`src/rtl/mpc_dot_acc.sv`:
```
// mpc_dot_acc: accumulates a run of signed products. The sum is then rounded,
// shifted and saturated into a single OUT_W-bit result that is pulsed out.
module mpc_dot_acc #(
  parameter int IN_W  = 36,
  parameter int ACC_W = 48,
  parameter int OUT_W = 21,
  parameter int SHIFT = 14,
  parameter int LEN_W = 6
) (
  input  logic                    clk,
  input  logic                    rst_n,
  input  logic                    ce,
  input  logic                    start,
  input  logic [LEN_W-1:0]        len,
  input  logic                    in_valid,
  input  logic signed [IN_W-1:0]  in_data,
  output logic                    busy,
  output logic                    out_valid,
  output logic signed [OUT_W-1:0] out_data,
  output logic                    out_sat
);

  // The accumulator must absorb 2^LEN_W-1 full-scale terms without wrapping.
  if (ACC_W < IN_W + LEN_W) begin : g_acc_w_chk
    $error("mpc_dot_acc: ACC_W must be >= IN_W + LEN_W");
  end
  if (SHIFT < 1) begin : g_shift_chk
    $error("mpc_dot_acc: SHIFT must be >= 1");
  end

  typedef enum logic [1:0] {
    S_IDLE,
    S_ACC,
    S_OUT
  } state_t;

  localparam logic signed [ACC_W:0] HALF = (ACC_W+1)'(1) << (SHIFT-1);
  localparam logic signed [ACC_W:0] MAXV = {{(ACC_W-OUT_W+2){1'b0}}, {(OUT_W-1){1'b1}}};
  localparam logic signed [ACC_W:0] MINV = {{(ACC_W-OUT_W+2){1'b1}}, {(OUT_W-1){1'b0}}};

  state_t                   state, state_nx;
  logic signed [ACC_W-1:0]  acc, acc_nx;
  logic [LEN_W-1:0]         cnt, cnt_nx;
  logic                     busy_nx;
  logic                     out_valid_nx;
  logic signed [OUT_W-1:0]  out_data_nx;
  logic                     out_sat_nx;

  logic signed [ACC_W-1:0]  term_ext;
  logic signed [ACC_W:0]    rnd_sum;
  logic signed [ACC_W:0]    rnd_res;

  assign term_ext = {{(ACC_W-IN_W){in_data[IN_W-1]}}, in_data};
  // One extra bit keeps the rounding offset from overflowing a full-scale acc.
  assign rnd_sum  = {acc[ACC_W-1], acc} + HALF;
  assign rnd_res  = rnd_sum >>> SHIFT;

  // Next-state, datapath update and output formatting.
  always_comb begin
    state_nx     = state;
    acc_nx       = acc;
    cnt_nx       = cnt;
    out_valid_nx = 1'b0;
    out_data_nx  = out_data;
    out_sat_nx   = out_sat;
    case (state)
      S_IDLE: begin
        if (start) begin
          acc_nx = '0;
          if (len != '0) begin
            cnt_nx   = len;
            state_nx = S_ACC;
          end else begin
            state_nx = S_OUT;
          end
        end
      end
      S_ACC: begin
        if (in_valid) begin
          acc_nx = acc + term_ext;
          cnt_nx = cnt - 1'b1;
          if (cnt == LEN_W'(1)) state_nx = S_OUT;
        end
      end
      S_OUT: begin
        out_valid_nx = 1'b1;
        if (rnd_res > MAXV) begin
          out_data_nx = MAXV[OUT_W-1:0];
          out_sat_nx  = 1'b1;
        end else if (rnd_res < MINV) begin
          out_data_nx = MINV[OUT_W-1:0];
          out_sat_nx  = 1'b1;
        end else begin
          out_data_nx = rnd_res[OUT_W-1:0];
          out_sat_nx  = 1'b0;
        end
        state_nx = S_IDLE;
      end
      default: state_nx = S_IDLE;
    endcase
    busy_nx = (state_nx != S_IDLE);
  end

  // State and output registers; everything holds while ce is low.
  always_ff @(posedge clk or negedge rst_n) begin
    if (!rst_n) begin
      state     <= S_IDLE;
      acc       <= '0;
      cnt       <= '0;
      busy      <= 1'b0;
      out_valid <= 1'b0;
      out_data  <= '0;
      out_sat   <= 1'b0;
    end else if (ce) begin
      state     <= state_nx;
      acc       <= acc_nx;
      cnt       <= cnt_nx;
      busy      <= busy_nx;
      out_valid <= out_valid_nx;
      out_data  <= out_data_nx;
      out_sat   <= out_sat_nx;
    end
  end

endmodule

```
`config.mk`:
```
export PLATFORM = sky130hd
export DESIGN_NAME = mpc_dot_acc
export DESIGN_NICKNAME = d
export VERILOG_FILES = /design/src/rtl/mpc_dot_acc.sv
export SDC_FILE = /design/constraint.sdc
export NUM_CORES = 1
export LEC_CHECK = 0
export ABC_CLOCK_PERIOD_IN_PS = 3300
export CORE_MARGIN = 1.5
export CORE_UTILIZATION = 48
export DETAILED_ROUTE_END_ITERATION = 8
export GPL_TIMING_DRIVEN = 0
export PLACE_DENSITY = 0.77
export RECOVER_POWER = 25
export SLEW_MARGIN = 5
export SYNTH_ARGS = -nofsm -noshare
export SYNTH_HDL_FRONTEND = slang
export SYNTH_SLANG_ARGS = --single-unit
```
`constraint.sdc`:
```
create_clock -name clk -period 3.3 [get_ports clk]
set_clock_uncertainty 0.15 [all_clocks]
set_input_delay 0.33 -clock clk [delete_from_list [all_inputs] [get_ports clk]]
set_output_delay 0.33 -clock clk [all_outputs]
set_load 0.005 [all_outputs]
```
==> results.py, run 1 <==
metrics = {
    "route": {
        "drt_iter0_markers": 408,
        "wl_per_cell_um": 15.3,
        "vias": 5978,
        "drtPass1Iterations": 5,
        "antenna_left": 0,
        "viasPerCell": 5.74,
        "remaining_drc_errors": 0,
        "wl_mm": 15.9,
    },
    "global_routing": {
        "grt-ovfl-total": 0,
        "grt_pass1_vias": 5338,
        "grt_max_degree": 47,
        "grt_pass1_wl_mm": 26.3,
        "grt_usage_pct": 23.3,
        "antenna_found_initial": 0,
    },
    "critical_path": {
        "r2r-start": "acc[0]",
        "cp_common_cell": "a211oi_2",
        "worstSetupStartpointType": "primary input",
        "crit_path_end": "acc[46]",
        "slowest_delay_ns": 0.43,
        "worst_path_max_delay_cell": "clkdlybuf4s50_1",
        "worst-setup-path-type": "in -> reg",
        "r2r_end": "acc[46]",
        "worstSetupEndpointType": "register",
        "critPathTopFamily": "compound AO/OA/AOI/OAI gates",
        "cp_cell_sequence": "clkdlybuf4s50_1 > ha_1 > o211a_1 > a211oi_2 > a21oi_2 > a211oi_2 > nand2_2 > a311oi_4 > o211ai_1 > a211oi_2 > xor2_1 > o22ai_1",
        "r2r_slack_ns": 0.10,
        "critical_path_buf_inv_count": 1,
        "worstPathArrival_ns": 3.30,
        "path_depth": 12,
        "rr_worst_depth": 13,
        "cp_max_fo": 4,
        "required_ns": 3.36,
        "startpoint": "in_data[5]",
    },
    "clock_tree": {
        "clkTransAtPathRegs_ns": 0.06,
        "clockRootBuffer": "clkbuf_16",
        "clock-sinks": 80,
        "clk_latency_ns": 0.36,
        "cts_tree": "done",
        "cts_buffer_depth": 2,
        "numCtsBuffers": 9,
        "htreeDepth": 3,
    },
    "synth": {
        "ys_seq_elements": 80,
        "syn_area_um2": 6390,
        "synth_ff_type": "dfrtp_1",
        "synth_cells": 778,
        "yosysTopAreaCell": "dfrtp_1",
        "synth-async-reset-ratio_pct": 100,
        "avgSynthCellArea_um2": 8.22,
        "ys_seq_area_share_pct": 31.3,
        "synth-edff-count": 0,
        "synth_cell_types": 65,
        "synth_area_leaders": "dfrtp_1 31%, ha_1 9.8%, nand2_1 6.8%",
        "netlist.area_leader.share_pct": 31.3,
        "synth_common_cells": "115 x nand2_1, 80 x dfrtp_1, 75 x o21ai_0",
        "yosysWarningCount": 0,
        "synth_most_common_cell": "nand2_1",
        "syn_nets": 876,
    },
    "sta": {
        "finalCritPeriodShare_pct": 98.1,
        "setup_slack_ns": 0.0637,
        "finalHoldViolations": 0,
        "relSlewSlack_pct": -26.7,
        "drv_slew": 35,
        "max_freq_mhz": 309,
        "worst-slew-pin-transition_ns": 1.90,
        "fin_crit_ns": 3.24,
        "setup_viol": 0,
        "finalSetupTns_ns": 0,
    },
    "power": {
        "power_leakage_uw": 0.00337,
        "peakVddDrop_uv": 556,
        "p_per_area_nw_per_um2": 860,
    },
    "floorplan": {
        "initial_core_util_pct": 49.9,
        "core_region_area_um2": 12800,
        "dieArea_um2": 14000,
        "ios": 71,
        "dieWidth_um": 118,
        "die-height_um": 118,
        "core.rowCount": 41,
    },
    "layout": {
        "n_antenna_cell": 0,
        "layoutNonFillerInstCount": 1041,
        "fin_nets": 962,
        "area_growth_pct": 22.5,
        "drive_gt1_share_pct": 8.63,
    },
    "placement": {
        "port_buffers": 69,
        "place_hpwl_mm": 12.0,
        "post-place-ws_ns": -0.885,
        "routabilityCongestion": 0.965,
        "dp.cells": 1020,
    },
    "flow_run": {
        "drv_cap": 1,
    },
    "worst_hold_path": {
        "hold_class": "in -> reg",
    },
    "run_status": {
        "violations": "max-capacitance violations, max-slew violations",
        "status": "finished, violations left",
    },
}
-- layout by cell type, fill, tap and decap left out, drive strengths merged, types with 7 or more instances in the layout --
cell type	n
a211oi	9
a21o	12
a21oi	62
a22oi	20
and2	7
and3	10
and4	7
buf	12
clkbuf	36
clkdlybuf4s50	67
dfrtp	80
ha	50
inv	21
nand2	116
nand2b	9
nand3	24
nand4	20
nor2	46
nor2b	9
nor3	12
o211ai	9
o21a	8
o21ai	79
xnor2	29
xor2	31
-- cell families (layout without fill, tap and decap cells) --
logic type | after synthesis | count (layout) | synth area share, %
buf+inv | 51 | 142 | 3.33
fa+ha+maj | 52 | 52 | 10.3
simple gates | 287 | 287 | 22.3
compound gates | 241 | 241 | 23.5
mux | 7 | 7 | 1.13
xor+xnor | 60 | 60 | 8.22
flops | 80 | 80 | 31.3
-- through the flow --
stage          instance area [um^2]  hold WS, ns  utilization, %  total power (uW)
2_1_floorplan                  6390       -0.116               -              4450
3_3_place_gp                   7300        0.318            56.9              5330
3_5_place_dp                   7330        0.160            57.1              5400
4_1_cts                        7720        0.286            60.2              6560
5_1_grt                        7830        0.338            61.1              7330
6_report                       7830        0.324            61.1              6740
-- registers in the layout, summed over array words and instances (netlist names) --
register and cells:
out_data 21, acc 48, cnt 6, out_sat 1, state 2, busy 1, out_valid 1
-- power breakdown --
group          leakage (uW)  total (uW)  switching, uW  internal, uW
clock network      0.000150        1030            420           613
registers           0.00102        1890            496          1390
logic               0.00220        3810           2050          1760
-- metal layers --
| layer | wire, um | vias to the layer above | global-route usage (%) |
|---|---|---|---|
| met4 | 312 | 0 | 7.91 |
| met2 | 7320 | 173 | 36.2 |
| met5 | 0 | - | 0 |
| met1 | 7440 | 2767 | 32.7 |
| met3 | 809 | 27 | 4.15 |
| li1 | - | 3011 | - |
-- worst min path at each step --
stage	startpoint	end	cells after the start	slack, ns
floorplan	rst_n	acc[0]	0	-0.12
detailed placement	rst_n	out_valid	1	0.16
global route	ce	out_valid	2	0.34
global placement	acc[12]	acc[12]	2	0.32
CTS	ce	out_valid	2	0.29
finish	ce	out_valid	2	0.32
-- what timing repair did --
action                                  in CTS  in global routing
setup buffers                                3                  2
gates resized for setup                     11                 30
hold buffers                                 1                  0
endpoints found under the setup margin      12                 32
pin swaps                                    5                 12
hold endpoints to repair                    34                  0
cloned                                       0                  0
-- cell type report --
cell class                      count  area (um^2)
Multi-Input combinational cell    647         4330
Sequential cell                    80         2010
Clock buffer                       11          243
Inverter                           20         75.1
Clock inverter                      5         65.1
Fill cell                        1140         4990
Tap cell                          172          215
Timing Repair Buffer               76          762
Buffer                             30          134
-- worst register-to-register path: stages, from the launching register on --
cell and delay (ns):
dfrtp_1 0.39, ha_2 0.19, inv_1 0.08, fa_2 0.24, nor2b_4 0.06, o31ai_4 0.25, a21oi_2 0.12, a211oi_2 0.32
nand2_2 0.15, a311oi_4 0.29, o211ai_1 0.23, a211oi_2 0.29, xor2_1 0.21, o22ai_1 0.09
Note: power is estimated with default switching activity, not from simulation.
==> run 2, diff against run 1 <==
- CORE_MARGIN: 1.5 -> 4
- SETUP_SLACK_MARGIN: default -> 0.02
- SLEW_MARGIN: 5 -> 10
==> run 2 against run 1 <==
Net effect:
- the run still ends with max-capacitance violations, max-slew violations left
- clock power is essentially flat
- maximum frequency increased by 1.6%
- sequential share of layout area fell by 0.29 points
- utilization up 0.73 points
- critical endpoint is now acc[44]
- non-clock buffer count is 7 higher
- sequential power about the same
==> results.py, run 2 (same netlist as run 1, synthesis figures left out) <==
metrics = {
    "critical_path": {
        "worstPathArrival_ns": 3.31,
        "worstSetupEndpointType": "register",
        "worstSetupStartpointType": "primary input",
        "worst_path_max_delay_cell": "clkdlybuf4s50_1",
        "critPathTopFamily": "compound AO/OA/AOI/OAI gates",
        "cp_max_fo": 4,
        "required_ns": 3.43,
        "cp_cell_sequence": "clkdlybuf4s50_1 > ha_4 > o211a_1 > a211oi_2 > a21oi_2 > a211oi_2 > nand2_2 > a311oi_4 > o211ai_1 > buf_4 > a211oi_2 > nor3b_1 > o21ai_0",
        "critical_path_buf_inv_count": 2,
        "cp_common_cell": "a211oi_2",
        "slowest_delay_ns": 0.54,
        "worst-setup-path-type": "in -> reg",
    },
    "sta": {
        "setup_viol": 0,
        "finalHoldViolations": 0,
        "worst-slew-pin-transition_ns": 2.06,
        "relSlewSlack_pct": -37.1,
        "rsz0062_at_grt": "yes",
        "drv_slew": 37,
        "finalCritPeriodShare_pct": 96.5,
        "setup_slack_ns": 0.116,
        "max_freq_mhz": 314,
        "finalSetupTns_ns": 0,
        "fin_crit_ns": 3.18,
    },
    "placement": {
        "dpl-instance-area_um2": 7330,
        "place_hpwl_mm": 12.1,
        "routabilityCongestion": 0.909,
        "port_buffers": 69,
        "dp.cells": 1020,
        "post-place-ws_ns": -0.850,
    },
    "clock_tree": {
        "htreeDepth": 3,
        "clock-sinks": 80,
        "clockRootBuffer": "clkbuf_16",
        "clkTransAtPathRegs_ns": 0.07,
        "clk_latency_ns": 0.36,
        "cts_buffer_depth": 2,
        "cts_tree": "done",
        "numCtsBuffers": 9,
    },
    "layout": {
        "fin_area_um2": 7930,
        "final_cell_mix": "113 x nand2_1, 74 x dfrtp_1, 72 x o21ai_0",
        "multi_input_area_um2": 4370,
        "area_growth_pct": 23.9,
        "layoutNonFillerInstCount": 1048,
        "layout_commonest_cell": "nand2_1",
        "n_antenna_cell": 0,
        "largest_reg_flops": 48,
        "reg_top3": "acc (48), out_data (21), cnt (6)",
        "drive_gt1_share_pct": 10.4,
        "final_core_util_pct": 61.8,
        "largest_register": "acc",
        "fin_nets": 969,
        "ff_latch_area_um2": 2010,
        "fill_cells": 1125,
    },
    "flow_run": {
        "drv_cap": 1,
    },
    "floorplan": {
        "dieArea_um2": 15200,
        "dieWidth_um": 123,
        "ios": 71,
        "initial_core_util_pct": 49.9,
        "die-height_um": 123,
        "core_region_area_um2": 12800,
        "core.rowCount": 41,
    },
    "global_routing": {
        "grt_pass1_vias": 5511,
        "gr-usage-met1_pct": 29.5,
        "grt-ovfl-total": 0,
        "grt_usage_pct": 21.6,
        "grtUsageMet3_pct": 3.75,
        "grt_max_degree": 45,
        "grtUsageMet2_pct": 34.6,
        "busiest_layer": "met2",
        "grt_pass1_wl_mm": 26.1,
        "antenna_found_initial": 0,
    },
    "route": {
        "antenna_left": 0,
        "drt_iter0_markers": 359,
        "remaining_drc_errors": 0,
        "viasPerCell": 5.74,
        "drtPass1Iterations": 5,
        "vias": 6016,
        "wl_mm": 16.2,
        "wl_per_cell_um": 15.4,
    },
    "run_status": {
        "violations": "max-capacitance violations, max-slew violations",
        "status": "finished, violations left",
    },
    "worst_hold_path": {
        "hold_class": "in -> reg",
    },
    "power": {
        "power_leakage_uw": 0.00341,
        "p_per_area_nw_per_um2": 864,
        "peakVddDrop_uv": 390,
    },
}
## run 2: cell types whose count changed in the layout (fill, tap and decap cells not counted), sizes merged
cell	before	now
buf	12	18
clkbuf	36	35
clkdlybuf4s50	67	66
clkinv	3	2
clkinvlp	0	2
dlymetal6s2s	1	2
inv	21	22
## run 2: path summary, 6_finish.rpt
| check | cells past startpoint | end | from | slack (ns) |
|---|---|---|---|---|
| setup / recovery | 13 | acc[44] | in_data[5] | 0.12 |
| hold / removal | 2 | out_valid | ce | 0.31 |
| setup reg to reg | 12 | acc[44] | acc[21] | 0.12 |
| hold reg to reg | 2 | out_data[20] | out_data[20] | 0.33 |
| max in group asynchronous | 2 | acc[13] | rst_n | 0.70 |
| min in group asynchronous | 2 | acc[42] | rst_n | 0.95 |
## run 2: layer usage
layer,vias to the layer above,part of all wire [%]
met4,0,2.0
met2,155,47
met1,2800,46
met5,-,0
met3,26,4.7
li1,3035,-
## run 2: per-stage QoR
step | hold WS (ns) | total power [uW]
6_report | 0.310 | 6850
5_1_grt | 0.325 | 7450
4_1_cts | 0.284 | 6590
3_5_place_dp | 0.176 | 5410
3_3_place_gp | 0.317 | 5340
2_1_floorplan | -0.116 | 4450
## run 2: final cells by class
| cell class | instances | share of cell area [%] |
|---|---|---|
| Multi-Input combinational cell | 647 | 55.1 |
| Sequential cell | 80 | 25.4 |
| Timing Repair Buffer | 82 | 10.2 |
| Clock buffer | 9 | 2.84 |
| Tap cell | 172 | 2.72 |
| Buffer | 31 | 1.78 |
| Clock inverter | 7 | 1.01 |
| Inverter | 20 | 0.947 |
## run 2: what timing repair did
item / in CTS / in global routing
setup buffers: 3 / 8
hold endpoints to repair: 36 / 0
setup endpoints to repair: 13 / 34
hold buffers: 1 / 0
pin swaps: 5 / 16
resized for setup: 11 / 43
## run 2: where the power goes
| part | internal, uW | switching [uW] | total (uW) |
|---|---|---|---|
| registers | 1390 | 518 | 1910 |
| clock network | 593 | 438 | 1030 |
| logic | 1820 | 2080 | 3900 |
| total | 3810 | 3040 | 6850 |
==> run 3, diff against run 2 <==
- ABC_CLOCK_PERIOD_IN_PS: 3300 -> 3100
- PLACE_DENSITY: 0.77 -> 0.81
- clock period: 3.3 -> 3.1 ns (I/O delays scaled with it)
==> run 3 against run 2 <==
Net effect:
- the flow finishes with violations (negative setup slack)
- setup slack got worse by 0.17 ns
- clock-buffer cell count up 1
- design area increased by 6.0%
==> results.py, run 3 (same netlist as run 1, synthesis figures left out) <==
metrics = {
    "clock_tree": {
        "numCtsBuffers": 9,
        "cts_buffer_depth": 2,
        "clk_latency_ns": 0.36,
        "clock-sinks": 80,
        "cts_tree": "done",
        "clkTransAtPathRegs_ns": 0.06,
        "htreeDepth": 3,
        "clockRootBuffer": "clkbuf_16",
    },
    "sta": {
        "setup_viol": 20,
        "relSlewSlack_pct": 30.1,
        "setup_slack_ns": -0.0585,
        "drv_slew": 0,
        "worst-slew-pin-transition_ns": 1.05,
        "finalSetupTns_ns": -0.843,
        "max_freq_mhz": 317,
        "finalCritPeriodShare_pct": 102,
        "rsz0062_at_grt": "yes",
        "fin_crit_ns": 3.16,
        "finalHoldViolations": 0,
    },
    "route": {
        "wl_mm": 18.2,
        "drt_iter0_markers": 408,
        "remaining_drc_errors": 0,
        "vias": 6308,
        "antenna_left": 0,
        "drtPass1Iterations": 5,
        "wl_per_cell_um": 17.0,
        "viasPerCell": 5.87,
    },
    "floorplan": {
        "core.rowCount": 41,
        "initial_core_util_pct": 49.9,
        "dieArea_um2": 15200,
        "die-height_um": 123,
        "core_region_area_um2": 12800,
        "dieWidth_um": 123,
        "ios": 71,
    },
    "power": {
        "power_frac_comb_pct": 60.0,
        "internal_power_uw": 4420,
        "p_sw_share_pct": 44.2,
        "p_per_area_nw_per_um2": 942,
        "seqPwrFrac_pct": 26.0,
        "power_leakage_uw": 0.00357,
        "peakVddDrop_uv": 473,
        "pwr-share-clk_pct": 14.0,
        "p_switching_uw": 3500,
    },
    "critical_path": {
        "worstSetupStartpointType": "register",
        "rr_worst_depth": 11,
        "startpoint": "acc[27]",
        "required_ns": 3.24,
        "worstSetupEndpointType": "register",
        "r2r-start": "acc[27]",
        "worstPathArrival_ns": 3.30,
        "r2r_slack_ns": -0.06,
        "worst-setup-path-type": "reg -> reg",
        "cp_max_fo": 5,
    },
    "layout": {
        "largest_register": "acc",
        "fin_nets": 995,
        "reg_top3": "acc (48), out_data (21), cnt (6)",
        "fin_area_um2": 8400,
        "area_growth_pct": 31.4,
        "layout_commonest_cell": "nand2_1",
        "largest_reg_flops": 48,
        "n_antenna_cell": 0,
        "drive_gt1_share_pct": 17.7,
        "final_cell_mix": "113 x nand2_1, 69 x o21ai_0, 65 x clkdlybuf4s50_1",
    },
    "placement": {
        "post-place-ws_ns": -0.893,
        "routabilityCongestion": 0.923,
        "dpl-instance-area_um2": 7330,
        "place_hpwl_mm": 12.2,
        "port_buffers": 69,
    },
    "worst_hold_path": {
        "hold_class": "in -> reg",
        "hold_start": "ce",
        "whs_path_depth": 2,
    },
    "global_routing": {
        "antenna_found_initial": 0,
        "grt_pass1_wl_mm": 27.7,
        "grt-ovfl-total": 0,
        "grt_pass1_vias": 5713,
        "grt_max_degree": 66,
        "grt_usage_pct": 23.0,
    },
    "run_status": {
        "status": "finished, violations left",
        "violations": "negative setup slack",
    },
    "flow_run": {
        "drv_cap": 0,
    },
}
-- run 3: area by class of cell --
type,count,area (um^2)
tap,172,215
timing repair buffer,111,1030
clock inverter,6,67.6
multi-input combinational,647,4620
fill,980,4420
sequential,80,2020
inverter,20,75.1
buffer,28,136
clock buffer,10,239
-- run 3: per-stage QoR --
stage	std cells	power (uW)	hold WS [ns]	utilization [%]
floorplan	778	4740	-0.136	-
global placement	1019	5680	0.315	57.0
detailed placement	1020	5770	0.0497	57.2
CTS	1046	7280	0.218	62.1
global route	1074	8510	0.320	65.5
finish	1074	7920	0.272	65.5
-- run 3: path summary, 6_finish.rpt --
kind	end
min in group asynchronous	cnt[2]
worst min register to register	acc[12]
worst max-delay path	out_data[11]
max in group asynchronous	acc[36]
worst max register to register	out_data[11]
worst min-delay path	out_valid
-- run 3: critical path, stage by stage (launching register included) --
cell and delay [ns]:
dfrtp_2 0.44, and4_4 0.29, nand3_4 0.09, nor3_4 0.27, nand4_1 0.20, xor2_1 0.22
or4_1 0.51, maj3_2 0.34, a21oi_4 0.26, buf_6 0.17, a22oi_1 0.07, nand2_1 0.07
-- run 3: routing by layer --
layer | share of wire, % | track usage [%] | wire length, um
met4 | 2.1 | 6.44 | 378
met2 | 49 | 38.3 | 8880
met3 | 5.3 | 3.80 | 968
met1 | 44 | 31.0 | 7990
met5 | 0 | 0 | 0
-- run 3: what timing repair did --
action	4_1_cts	5_1_grt
hold buffers	1	0
endpoints found under the hold margin	15	0
pin swaps	15	46
setup endpoints to repair	42	36
cloned	0	2
resized for setup	50	61
setup buffers	10	28
-- run 3: power by group through the flow --
stage / combinational, uW / clock [uW] / sequential, uW
global route: 5240 / 1160 / 2110
CTS: 4150 / 1120 / 2020
detailed placement: 3760 / 0 / 2010
finish: 4750 / 1110 / 2060
floorplan: 2880 / 0 / 1860
global placement: 3680 / 0 / 2000
